<file path="src/rtl/pipe_pkg.sv">
// pipe_pkg: shared types and helpers for valid/ready pipeline stages.
package pipe_pkg;

    typedef enum logic [1:0] {
        ST_EMPTY = 2'd0,
        ST_FULL  = 2'd1,
        ST_SKID  = 2'd2
    } stage_state_t;

    localparam int unsigned PIPE_DEFAULT_DW = 32;

    // Total payload width of a stage carrying nf fields of dw bits each.
    function automatic int unsigned payload_width(input int unsigned dw, input int unsigned nf);
        return dw * nf;
    endfunction

endpackage

</file>
<file path="src/rtl/pipe_stage_reg_if.sv">
// pipe_stage_reg_if: upstream and downstream valid/ready bus of one pipeline stage.
// The slave modport is the stage's own view; master is the surrounding pipeline.
interface pipe_stage_reg_if
    import pipe_pkg::*;
#(
    parameter int unsigned PW = payload_width(PIPE_DEFAULT_DW, 3)
) ();

    logic          valid_i;
    logic          ready_o;
    logic [PW-1:0] data_i;
    logic          valid_o;
    logic          ready_i;
    logic [PW-1:0] data_o;

    modport slave (
        input  valid_i,
        input  data_i,
        input  ready_i,
        output ready_o,
        output valid_o,
        output data_o
    );

    modport master (
        output valid_i,
        output data_i,
        output ready_i,
        input  ready_o,
        input  valid_o,
        input  data_o
    );

endinterface

</file>
<file path="src/rtl/pipe_stage_reg_sat_counter.sv">
// sat_counter: saturating up-counter, synchronous active-high reset, sticks at all-ones.
module sat_counter #(
    parameter int unsigned WIDTH = 16
) (
    input  logic             clk,
    input  logic             rst,
    input  logic             inc_i,
    output logic [WIDTH-1:0] count_o
);

    logic [WIDTH-1:0] r_count;

    // Count up on inc_i until all-ones, then hold.
    always_ff @(posedge clk) begin
        if (rst) begin
            r_count <= '0;
        end else if (inc_i && (r_count != {WIDTH{1'b1}})) begin
            r_count <= r_count + WIDTH'(1);
        end
    end

    assign count_o = r_count;

endmodule

</file>
<file path="src/rtl/pipe_stage_reg.sv">
// pipe_stage_reg: generic valid/ready pipeline stage register with flush and stall counter.
// Macro PIPE_STAGE_SKID_EN: adds a second (skid) entry so ready_o depends only on
// registered state; without it the stage is single-entry and ready_o follows ready_i.
module pipe_stage_reg
    import pipe_pkg::*;
#(
    parameter int unsigned DATA_WIDTH     = PIPE_DEFAULT_DW,
    parameter int unsigned NUM_FIELDS     = 3,
    parameter int unsigned CLEAR_ON_FLUSH = 0,
    parameter int unsigned CNT_WIDTH      = 16
) (
    input  logic                 clk,
    input  logic                 rst,
    input  logic                 flush_i,
    pipe_stage_reg_if.slave      bus,
    output logic [CNT_WIDTH-1:0] stall_cnt_o
);

    localparam int unsigned PW = payload_width(DATA_WIDTH, NUM_FIELDS);

    stage_state_t  r_state;
    logic [PW-1:0] r_main;
`ifdef PIPE_STAGE_SKID_EN
    logic [PW-1:0] r_skid;
`endif
    logic          w_valid;
    logic          w_stall;

    // Stage occupancy: rst beats flush beats the handshake.
    always_ff @(posedge clk) begin
        if (rst) begin
            r_state <= ST_EMPTY;
            r_main  <= '0;
`ifdef PIPE_STAGE_SKID_EN
            r_skid  <= '0;
`endif
        end else if (flush_i) begin
            r_state <= ST_EMPTY;
            if (CLEAR_ON_FLUSH != 0) begin
                r_main <= '0;
`ifdef PIPE_STAGE_SKID_EN
                r_skid <= '0;
`endif
            end
        end else begin
            case (r_state)
                ST_EMPTY: begin
                    if (bus.valid_i) begin
                        r_main  <= bus.data_i;
                        r_state <= ST_FULL;
                    end
                end
                ST_FULL: begin
                    if (bus.ready_i) begin
                        if (bus.valid_i) begin
                            r_main <= bus.data_i;
                        end else begin
                            r_state <= ST_EMPTY;
                        end
                    end
`ifdef PIPE_STAGE_SKID_EN
                    else if (bus.valid_i) begin
                        r_skid  <= bus.data_i;
                        r_state <= ST_SKID;
                    end
`endif
                end
`ifdef PIPE_STAGE_SKID_EN
                ST_SKID: begin
                    if (bus.ready_i) begin
                        r_main  <= r_skid;
                        r_state <= ST_FULL;
                    end
                end
`endif
                default: r_state <= ST_EMPTY;
            endcase
        end
    end

    assign w_valid     = (r_state != ST_EMPTY);
    assign bus.valid_o = w_valid;
    assign bus.data_o  = r_main;

`ifdef PIPE_STAGE_SKID_EN
    assign bus.ready_o = (r_state != ST_SKID) && !rst;
`else
    assign bus.ready_o = (!w_valid || bus.ready_i) && !rst;
`endif

    assign w_stall = w_valid && !bus.ready_i;

    sat_counter #(
        .WIDTH (CNT_WIDTH)
    ) u_stall_cnt (
        .clk     (clk),
        .rst     (rst),
        .inc_i   (w_stall),
        .count_o (stall_cnt_o)
    );

endmodule

</file>
<file path="src/flat_wrapper.sv">
// flat-port wrapper written by rule: the top's interface ports become plain ports
module pipe_stage_reg_flat import pipe_pkg::*;
#(
    parameter int unsigned DATA_WIDTH     = PIPE_DEFAULT_DW,
    parameter int unsigned NUM_FIELDS     = 3,
    parameter int unsigned CLEAR_ON_FLUSH = 0,
    parameter int unsigned CNT_WIDTH      = 16
)
  (clk, rst, flush_i, stall_cnt_o, bus_valid_i, bus_data_i, bus_ready_i, bus_ready_o, bus_valid_o, bus_data_o);
  pipe_stage_reg_if #(.PW(((32) * (3)))) bus_i ();
  input  logic clk;
  input  logic rst;
  input  logic flush_i;
  output logic [CNT_WIDTH-1:0] stall_cnt_o;
  input wire logic [$bits(bus_i.valid_i)-1:0] bus_valid_i;
  input wire logic [$bits(bus_i.data_i)-1:0] bus_data_i;
  input wire logic [$bits(bus_i.ready_i)-1:0] bus_ready_i;
  output wire logic [$bits(bus_i.ready_o)-1:0] bus_ready_o;
  output wire logic [$bits(bus_i.valid_o)-1:0] bus_valid_o;
  output wire logic [$bits(bus_i.data_o)-1:0] bus_data_o;
  assign bus_i.valid_i = bus_valid_i;
  assign bus_i.data_i = bus_data_i;
  assign bus_i.ready_i = bus_ready_i;
  assign bus_ready_o = bus_i.ready_o;
  assign bus_valid_o = bus_i.valid_o;
  assign bus_data_o = bus_i.data_o;
  pipe_stage_reg #(.DATA_WIDTH(DATA_WIDTH), .NUM_FIELDS(NUM_FIELDS), .CLEAR_ON_FLUSH(CLEAR_ON_FLUSH), .CNT_WIDTH(CNT_WIDTH)) u_core (.clk(clk), .rst(rst), .flush_i(flush_i), .bus(bus_i), .stall_cnt_o(stall_cnt_o));
endmodule
</file>
<file path="config.mk">
export PLATFORM = sky130hd
export DESIGN_NAME = pipe_stage_reg_flat
export DESIGN_NICKNAME = d
export VERILOG_FILES = /design/src/rtl/pipe_pkg.sv /design/src/rtl/pipe_stage_reg_if.sv /design/src/rtl/pipe_stage_reg_sat_counter.sv /design/src/rtl/pipe_stage_reg.sv /design/src/flat_wrapper.sv
export SDC_FILE = /design/constraint.sdc
export NUM_CORES = 1
export LEC_CHECK = 0
export ABC_CLOCK_PERIOD_IN_PS = 2500
export CORE_MARGIN = 5
export CORE_UTILIZATION = 55
export DETAILED_ROUTE_END_ITERATION = 8
export DONT_BUFFER_PORTS = 1
export PLACE_DENSITY = 0.7
export SYNTH_ARGS = -nofsm -noshare
export SYNTH_HDL_FRONTEND = slang
export SYNTH_SLANG_ARGS = --single-unit
</file>
<file path="constraint.sdc">
create_clock -name clk -period 2.5 [get_ports clk]
set_input_delay 0.25 -clock clk [delete_from_list [all_inputs] [get_ports clk]]
set_output_delay 0.25 -clock clk [all_outputs]
set_load 0.01 [all_outputs]
</file>
==> metrics.cfg, run 1 <==
[timing]
drv_slew = 0
final.setup.worst_slack_ns = 0.3420
tightest_slew_ns = 0.7278
period_share = 0.8632
finClkSkew_ns = 0.007759
hold_viol = 0
setup_tns_ns = 0
finalSetupViolations = 0
max-slew-margin-rel = 0.5103
period_needed_ns = 2.158
fmax_mhz = 463.4
rsz0062_at_grt = false

[routing]
avgViaCountPerCell = 5.630
drc = 0
dr_total_vias = 4031
drtAntennaViolNets = 0
wire_per_inst_um = 18.38
first_pass_iters = 5
wl_um = 13160
drt_iter0_drc = 206

[die]
io_pins = 215
die_area_um2 = 9289
initial_utilization = 0.5658
fp-row-count = 31
fp.dieW_um = 96.38
die_height_um = 96.38
coreArea_um2 = 7253

[synthesis]
avgSynthCellArea_um2 = 7.984
ys.flop_type = dfxtp_1
ys_types = 37
synth-edff-count = 0
synth-seq-cells = 113
synth_cells = 514
async_flop_share = 0
syn-num-nets = 616
synth-warning-count = 0
ys_seq_area_frac = 0.5512
netlist_area_um2 = 4104

[power_and_ir_drop]
irDropWorstVdd_mv = 0.5221
power_leakage_nw = 2.084
powerDensity_nw_per_um2 = 794.0
totalPowerFinal_mw = 4.539

[place]
pre_cts_slack_ns = 0.4967
gp_congestion = 0.7881
dp_hpwl_um = 7251
port_buffers = 0

[final_layout]
final_common_cell = nand2_1
drive_gt1_frac = 0.07455
n_fill_cell = 434
final_cell_mix = nand2_1 (197), dfxtp_1 (113), a21oi_1 (106), dlygate4sd3_1 (98), clkbuf_16 (16)
nets = 706
syn_to_final_growth_pct = 39.30
diodes = 0

[global_route]
track_usage = 0.2824
antenna_found_initial = 0
grt_pass1_vias = 4089
grt_start_max_net_pins = 115
grt_pass1_wl_um = 20180
grt_overflow = 0

[setup_path]
cp_slowest_cell = dlygate4sd3_1
critPathArrivalTime_ns = 2.60
crit_required_ns = 2.95
end_kind = flip-flop
crit_start = u_core.r_state[0]
cp_cell_sequence = nor2b_1 -> nor3b_2 -> buf_4 -> nand2_1 -> a21oi_1 -> dlygate4sd3_1
r2r_slack_ns = 0.34
start_kind = flip-flop
crit_end = u_core.bus.data_o[24]
criticalPathCategory = reg2reg
r2r_end = u_core.bus.data_o[24]
crit_fanout = 58
critical_path.max_stage_delay_ns = 0.57
reg2reg_from = u_core.r_state[0]
r2r_cells = 6

[cts]
cts_sinks = 113
cts_setup_buffers = 0
cts_made_buffers = 17
cts_root_buf = clkbuf_8
cts_tree = yes
clk-insertion-delay-late_ns = 0.51
cts_max_path_buffers = 2
cts_resized = 0
htreeDepth = 4
hold_buffers = 99
clk_pin_slew_ns = 0.06

[outcome]
status = complete, no violations

[run]
drv_cap = 0

[hold_path]
hold_path.class = in2reg

[flip-flops by register name, indices dropped and copies added, names as in the netlist]
register,flops
u_core.bus.data_o,96
u_core.r_state,1
u_core.u_stall_cnt.count_o,16
[worst min-delay path by stage]
| stage | start | slack (ns) | end | depth (start not counted) |
|---|---|---|---|---|
| floorplan | flush_i | 0.33 | u_core.r_state[0] | 1 |
| global placement | rst | 0.33 | u_core.bus.data_o[12] | 1 |
| detailed placement | rst | 0.33 | u_core.bus.data_o[12] | 1 |
| CTS | rst | 0.16 | u_core.u_stall_cnt.count_o[0] | 2 |
| global route | rst | 0.19 | u_core.u_stall_cnt.count_o[1] | 2 |
| finish | rst | 0.16 | u_core.bus.data_o[4] | 2 |
[layer usage]
layer	vias to the layer above	routed length [um]	track usage
met4	0	393	0.1367
li1	1904	-	-
met2	228	6563	0.4865
met5	-	0	0
met3	43	1595	0.1263
met1	1856	4606	0.2916
[kinds of logic after synthesis]
family | count (synthesis) | synth area share
muxes | 2 | 0.005183
xor gates and xnor gates | 1 | 0.002135
DFF | 113 | 0.5512
adders and majority gates | 1 | 0.003048
and+or+nand+nor | 240 | 0.2476
AOI/OAI and AO/OA | 121 | 0.1570
buffers and inverters | 36 | 0.03384
[worst max-delay path: cells and delay by family, from the launching register on]
| kind | cells | cell delay, ns |
|---|---|---|
| flops | 1 | 0.35 |
| simple gates | 3 | 0.51 |
| compound gates | 1 | 0.16 |
| buf+inv | 2 | 1.07 |
[Yosys cell counts (3+ instances only)]
library cell  count  share of area
nand2_1         197           0.18
dfxtp_1         113           0.55
a21oi_1         106           0.13
clkbuf_1         28          0.026
nor2_1            8         0.0073
nand3_1           5         0.0061
o31ai_1           5         0.0091
or4_1             5         0.0091
nand4_1           4         0.0061
buf_1             3         0.0027
buf_2             3         0.0037
nor3_1            3         0.0037
nor4_1            3         0.0046
[per-stage QoR]
stage	instance area (um2)	hold WS (ns)	util	std cells
after floorplan	4104	0.3268	-	514
after global placement	4146	0.3278	0.5717	585
after detailed placement	4146	0.3299	0.5717	585
after CTS	5717	0.1571	0.7882	716
after global routing	5717	0.1865	0.7882	716
final	5717	0.1616	0.7882	716
[power by group]
part | switching [mW] | total [mW] | internal, mW
sequential | 0.0924 | 1.97 | 1.88
clock | 0.832 | 2.25 | 1.41
combinational | 0.164 | 0.324 | 0.160
[final cells by class]
type	instances	area, um2	share of cell area
Tap cell	99	123.9	0.02167
Clock buffer	19	421.7	0.07376
Inverter	2	7.507	0.001313
Multi-Input combinational cell	365	1708	0.2988
Sequential cell	113	2262	0.3957
Timing Repair Buffer	105	1054	0.1843
Clock inverter	13	140.1	0.02451
Note: power is estimated with default switching activity, not from simulation.
==> run 2, diff against run 1 <==
--- a/config.mk
+++ b/config.mk
@@ -6,7 +6,7 @@
 export NUM_CORES = 1
 export LEC_CHECK = 0
 export ABC_CLOCK_PERIOD_IN_PS = 2500
-export CORE_MARGIN = 5
+export CORE_MARGIN = 2
 export CORE_UTILIZATION = 55
 export DETAILED_ROUTE_END_ITERATION = 8
 export DONT_BUFFER_PORTS = 1
==> run 2 against run 1 <==
First-iteration DRC count decreased by 14%. Register-to-register slack better by 0.18 ns. Utilization is 0.83 points higher. Sequential power about the same. Cell count is 0.14% lower. Largest cell class unchanged. Critical path type unchanged. Clock skew shrank 0.00057 ns. Via count decreased by 2.1%. Die area is 12% lower. Cell area rose by 1.1%. Clock-buffer cell count up 1.
==> metrics.cfg, run 2 (synthesized netlist as in run 1, its figures left out) <==
[setup_path]
critPathArrivalTime_ns = 2.40  ; -0.20 ns
r2r_cells = 5  ; -1
criticalPathCategory = reg2reg
crit_required_ns = 2.92  ; -0.03 ns
crit_fanout = 5  ; -91%
end_kind = flip-flop
start_kind = flip-flop

[cts]
cts_setup_buffers = 0  ; unchanged
hold_buffers = 99  ; unchanged
cts_made_buffers = 17  ; unchanged
cts_max_path_buffers = 2  ; unchanged
clk_pin_slew_ns = 0.05  ; about the same
cts_root_buf = clkbuf_8
cts_resized = 0  ; unchanged
clk-insertion-delay-late_ns = 0.49  ; -0.02 ns
htreeDepth = 4  ; unchanged
cts_sinks = 113  ; unchanged
cts_tree = yes

[final_layout]
stdcell_area_um2 = 5777  ; +1.1%
drive_gt1_frac = 0.07305  ; -0.001502
nets = 706  ; unchanged
multi_input_area_um2 = 1708  ; unchanged
n_fill_cell = 423  ; -2.5%
final_cell_mix = nand2_1 (197), dfxtp_1 (113), a21oi_1 (106), dlygate4sd3_1 (98), clkbuf_16 (16)
final_common_cell = nand2_1
diodes = 0  ; unchanged
largest_reg_flops = 96  ; unchanged
syn_to_final_growth_pct = 40.76
ff_latch_area_um2 = 2262  ; unchanged

[timing]
fmax_mhz = 504.7  ; +8.9%
final.setup.worst_slack_ns = 0.5185  ; +0.1765 ns
setup_tns_ns = 0  ; unchanged
max-slew-margin-rel = 0.5618  ; +0.05143
rsz0062_at_grt = false
period_needed_ns = 1.981  ; -0.1765 ns
finalSetupViolations = 0  ; unchanged
finClkSkew_ns = 0.007188  ; -0.0005704 ns
tightest_slew_ns = 0.6513  ; -0.07644 ns
drv_slew = 0  ; unchanged
period_share = 0.7926  ; -0.07059
hold_viol = 0  ; unchanged

[die]
fp-row-count = 31  ; unchanged
io_pins = 215  ; unchanged
die_area_um2 = 8169  ; -12%
coreArea_um2 = 7253  ; unchanged
fp.dieW_um = 90.38  ; -6.2%
initial_utilization = 0.5658  ; unchanged
die_height_um = 90.38  ; -6.2%

[global_route]
grt_start_max_net_pins = 114  ; -0.87%
antenna_found_initial = 0  ; unchanged
grt_pass1_wl_um = 19800  ; -1.9%
grt_overflow = 0  ; unchanged
track_usage = 0.3007  ; +0.01828
grt_pass1_vias = 4036  ; -1.3%

[place]
postPlaceCellArea_um2 = 4146  ; unchanged
dp_hpwl_um = 6604  ; -8.9%
gp_congestion = 0.8334  ; +5.7%
port_buffers = 0  ; unchanged
pre_cts_slack_ns = 0.5467  ; +0.04991 ns

[hold_path]
hold_path.class = in2reg
hold_depth = 2  ; unchanged

[power_and_ir_drop]
power_leakage_nw = 2.123  ; +1.8%
irDropWorstVdd_mv = 0.7453  ; +43%
powerDensity_nw_per_um2 = 830.5  ; +4.6%

[routing]
drt_iter0_drc = 178  ; -14%
avgViaCountPerCell = 5.517  ; -2.0%
dr_total_vias = 3945  ; -2.1%
wire_per_inst_um = 16.97  ; -7.7%
first_pass_iters = 4  ; -1
drtAntennaViolNets = 0  ; unchanged
drc = 0  ; unchanged
wl_um = 12130  ; -7.8%

[run]
drv_cap = 0  ; unchanged

[outcome]
status = complete, no violations

## run 2: cell types whose count changed in the layout (fill, tap and decap cells not counted), sizes merged
cell      before  now
clkinv         7    5
bufinv         2    5
clkbuf        19   20
clkinvlp       4    1
## run 2: final timing paths
path / from / end / slack (ns)
worst max-delay path: u_core.u_stall_cnt.count_o[0] / u_core.u_stall_cnt.count_o[8] / 0.52
worst min-delay path: rst / u_core.u_stall_cnt.count_o[10] / 0.02
worst max register to register: u_core.u_stall_cnt.count_o[0] / u_core.u_stall_cnt.count_o[8] / 0.52
worst min register to register: u_core.bus.data_o[89] / u_core.bus.data_o[89] / 0.51
## run 2: layer usage
metal / track usage / routed length, um / up-vias
met1: 0.3337 / 4584 / 1805
met5: 0 / 0 / -
met4: 0.1577 / 426 / 0
met2: 0.5013 / 5922 / 211
met3: 0.1144 / 1196 / 37
li1: - / - / 1892
## run 2: cell type report
| type | instances | area share |
|---|---|---|
| clock inverters | 11 | 0.03227 |
| repair buffers | 105 | 0.1824 |
| well taps | 99 | 0.02144 |
| inverters | 2 | 0.001300 |
| multi-input cells | 365 | 0.2956 |
| clock buffers | 20 | 0.07537 |
| flip-flops and latches | 113 | 0.3916 |
## run 2: power by group
| part | total, mW | switching, mW | internal, mW |
|---|---|---|---|
| Clock | 2.51 | 0.775 | 1.73 |
| Sequential | 1.97 | 0.0896 | 1.88 |
| Combinational | 0.324 | 0.163 | 0.161 |
| Total | 4.80 | 1.03 | 3.77 |
## run 2: worst max-delay path: stages, from the launching register on
cell	delay, ns
dfxtp_1	0.46
ha_1	0.21
nand3_1	0.18
or2_2	0.37
or4_2	0.54
a21oi_1	0.15
## run 2: stage by stage
stage	hold WS [ns]	instances	total power [mW]	utilization
after CTS	0.0003147	715	4.820	0.7964
final	0.01502	715	4.798	0.7964
after floorplan	0.3268	514	2.135	-
after global routing	0.04208	715	4.954	0.7964
after detailed placement	0.3295	585	2.155	0.5717
after global placement	0.3259	585	2.146	0.5717
==> run 3, diff against run 2 <==
--- a/config.mk
+++ b/config.mk
@@ -5,12 +5,12 @@
 export SDC_FILE = /design/constraint.sdc
 export NUM_CORES = 1
 export LEC_CHECK = 0
-export ABC_CLOCK_PERIOD_IN_PS = 2500
+export ABC_CLOCK_PERIOD_IN_PS = 1600
 export CORE_MARGIN = 2
 export CORE_UTILIZATION = 55
 export DETAILED_ROUTE_END_ITERATION = 8
 export DONT_BUFFER_PORTS = 1
-export PLACE_DENSITY = 0.7
+export PLACE_DENSITY = 0.73
 export SYNTH_ARGS = -nofsm -noshare
 export SYNTH_HDL_FRONTEND = slang
 export SYNTH_SLANG_ARGS = --single-unit
==> constraint.sdc (replaced) <==
create_clock -name clk -period 1.6 [get_ports clk]
set_input_delay 0.16 -clock clk [delete_from_list [all_inputs] [get_ports clk]]
set_output_delay 0.16 -clock clk [all_outputs]
set_load 0.01 [all_outputs]
==> run 3 against run 2 <==
The run now ends with hold timing, setup timing left. Total power up 56%. Via count is 6.0% lower. Sequential cell count unchanged. Utilization down 5.9 points. Sequential power increased by 55%. Wire length shrank 9.9%. Non-clock buffer count shrank 55. Clock power up 65%. First-iteration DRC count grew 48%. Cell count decreased by 7.6%. Highest routed layer unchanged.
==> metrics.cfg, run 3 (synthesized netlist as in run 1, its figures left out) <==
[power_and_ir_drop]
swShare = 0.2236  ; +0.009430
p_switching_mw = 1.668  ; +62%
power_leakage_nw = 1.969  ; -7.2%
irDropWorstVdd_mv = 0.8584  ; +15%
intPower_mw = 5.793  ; +54%
p_clk_frac = 0.553  ; +0.030
powerDensity_nw_per_um2 = 1396  ; +68%
seq_power_share = 0.410  ; about the same
p_comb_frac = 0.037  ; -0.030

[timing]
finClkSkew_ns = 0.007144  ; -0.00004435 ns
final.setup.worst_slack_ns = -0.06790  ; -0.5864 ns
finalSetupViolations = 5  ; +5
period_share = 1.042  ; +0.2498
rsz0062_at_grt = true
fmax_mhz = 599.6  ; +19%
tightest_slew_ns = 0.3749  ; -0.2765 ns
hold_viol = 111  ; +111
finalHoldWorstSlack_ns = -0.2907  ; -0.3057 ns
drv_slew = 0  ; unchanged
max-slew-margin-rel = 0.7482  ; +0.1864
period_needed_ns = 1.668  ; -0.3136 ns

[final_layout]
nets = 651  ; -7.8%
final_common_cell = nand2_1
largest_reg_flops = 96  ; unchanged
fin_util = 0.7371  ; -0.05934
drive_gt1_frac = 0.2135  ; +0.1405
syn_to_final_growth_pct = 30.27
diodes = 0  ; unchanged
final_cell_mix = nand2_1 (197), dfxtp_1 (101), a21oi_1 (99), buf_4 (38), clkbuf_16 (16)

[setup_path]
crit_required_ns = 1.99  ; -0.93 ns
criticalPathCategory = reg2reg
critPathArrivalTime_ns = 2.06  ; -0.34 ns
reg2reg_from = u_core.u_stall_cnt.count_o[1]
r2r_cells = 7  ; +2
crit_fanout = 7  ; +2
start_kind = flip-flop
r2r_slack_ns = -0.07  ; -0.59 ns
end_kind = flip-flop
r2r_end = u_core.u_stall_cnt.count_o[1]

[place]
port_buffers = 0  ; unchanged
gp_congestion = 0.8215  ; -1.4%
pre_cts_slack_ns = -0.1686  ; -0.7153 ns
dp_hpwl_um = 7133  ; +8.0%

[routing]
wire_per_inst_um = 16.53  ; -2.5%
wl_um = 10930  ; -9.9%
drtAntennaViolNets = 0  ; unchanged
drc = 0  ; unchanged
dr_total_vias = 3708  ; -6.0%
avgViaCountPerCell = 5.610  ; +1.7%
drt_iter0_drc = 264  ; +48%
first_pass_iters = 6  ; +2

[die]
die_height_um = 90.38  ; unchanged
initial_utilization = 0.5658  ; unchanged
fp-row-count = 31  ; unchanged
die_area_um2 = 8169  ; unchanged
io_pins = 215  ; unchanged
coreArea_um2 = 7253  ; unchanged
fp.dieW_um = 90.38  ; unchanged

[cts]
cts_sinks = 113  ; unchanged
clk_pin_slew_ns = 0.06  ; about the same
hold_buffers = 4  ; -96%
clk-insertion-delay-late_ns = 0.51  ; +0.02 ns
cts_root_buf = clkbuf_8
cts_made_buffers = 17  ; unchanged
cts_tree = yes
cts_max_path_buffers = 2  ; unchanged
htreeDepth = 4  ; unchanged

[global_route]
grt_pass1_vias = 3698  ; -8.4%
grt_start_max_net_pins = 116  ; +1.8%
antenna_found_initial = 0  ; unchanged
grt_pass1_wl_um = 17440  ; -12%
track_usage = 0.2659  ; -0.03476
grt_overflow = 0  ; unchanged

[hold_path]
worstHoldStart = rst
hold_depth = 1  ; -1
hold_path.class = in2reg
hold_end = u_core.u_stall_cnt.count_o[7]

[outcome]
violations = hold timing, setup timing
status = finished, violations left

[run]
drv_cap = 0  ; unchanged

-- run 3: cell types whose count changed in the layout (fill, tap and decap cells not counted), moves of 5 or more --
cell           previous run  this run
a21oi_1                 106        99
a21oi_2                   0         7
buf_4                     6        38
buf_6                     0         6
dfxtp_1                 113       101
dfxtp_2                   0         7
dfxtp_4                   0         5
dlygate4sd3_1            98         4
or4_4                     1         6
-- run 3: power by group through the flow --
stage | combinational [mW] | clock [mW] | sequential (mW)
finish | 0.279 | 4.13 | 3.06
global route | 0.321 | 4.32 | 3.07
CTS | 0.274 | 4.18 | 3.06
detailed placement | 0.265 | 0 | 3.12
global placement | 0.251 | 0 | 3.12
floorplan | 0.238 | 0 | 3.09
-- run 3: per-stage QoR --
step                instances  setup TNS [ns]  cell area [um2]  power [mW]
floorplan                 514         -0.3549             4135       3.333
global placement          617         -0.4543             4442       3.367
detailed placement        617         -0.9558             4442       3.384
CTS                       658         -0.1274             5233       7.514
global route              661         -0.5855             5346       7.709
finish                    661         -0.2260             5346       7.461
-- run 3: what timing repair did --
item	CTS	global route
setup endpoints to repair	13	35
hold endpoints to repair	113	111
setup buffers	5	3
gates cloned	0	0
resized for setup	16	21
pin swaps	9	12
-- run 3: cell type report --
cell class	count	area (um2)
clock buffer	18	427.9
clock inverter	14	225.2
fill	574	1907
inverter	2	7.507
multi-input combinational	365	1839
sequential	113	2290
tap	99	123.9
timing repair buffer	50	432.9
-- run 3: how the worst max path moves through the flow --
stage,to,cells after the start,start
CTS,u_core.u_stall_cnt.count_o[15],4,u_core.u_stall_cnt.count_o[4]
floorplan,u_core.u_stall_cnt.count_o[13],4,u_core.u_stall_cnt.count_o[0]
global placement,u_core.u_stall_cnt.count_o[5],6,u_core.u_stall_cnt.count_o[0]
global route,u_core.u_stall_cnt.count_o[1],7,u_core.u_stall_cnt.count_o[1]
detailed placement,u_core.u_stall_cnt.count_o[5],6,u_core.u_stall_cnt.count_o[0]
finish,u_core.u_stall_cnt.count_o[1],7,u_core.u_stall_cnt.count_o[1]
-- run 3: routing by layer --
metal	GRT usage	share of wire
met4	0.1564	0.029
met5	0	0
met1	0.2788	0.36
met2	0.4580	0.51
met3	0.09599	0.094
-- run 3: critical path, stage by stage (launching register included) --
cell,delay (ns)
dfxtp_4,0.37
ha_4,0.15
nand3_4,0.09
o41ai_2,0.34
buf_4,0.19
buf_6,0.13
mux2i_1,0.22
nor2_1,0.06
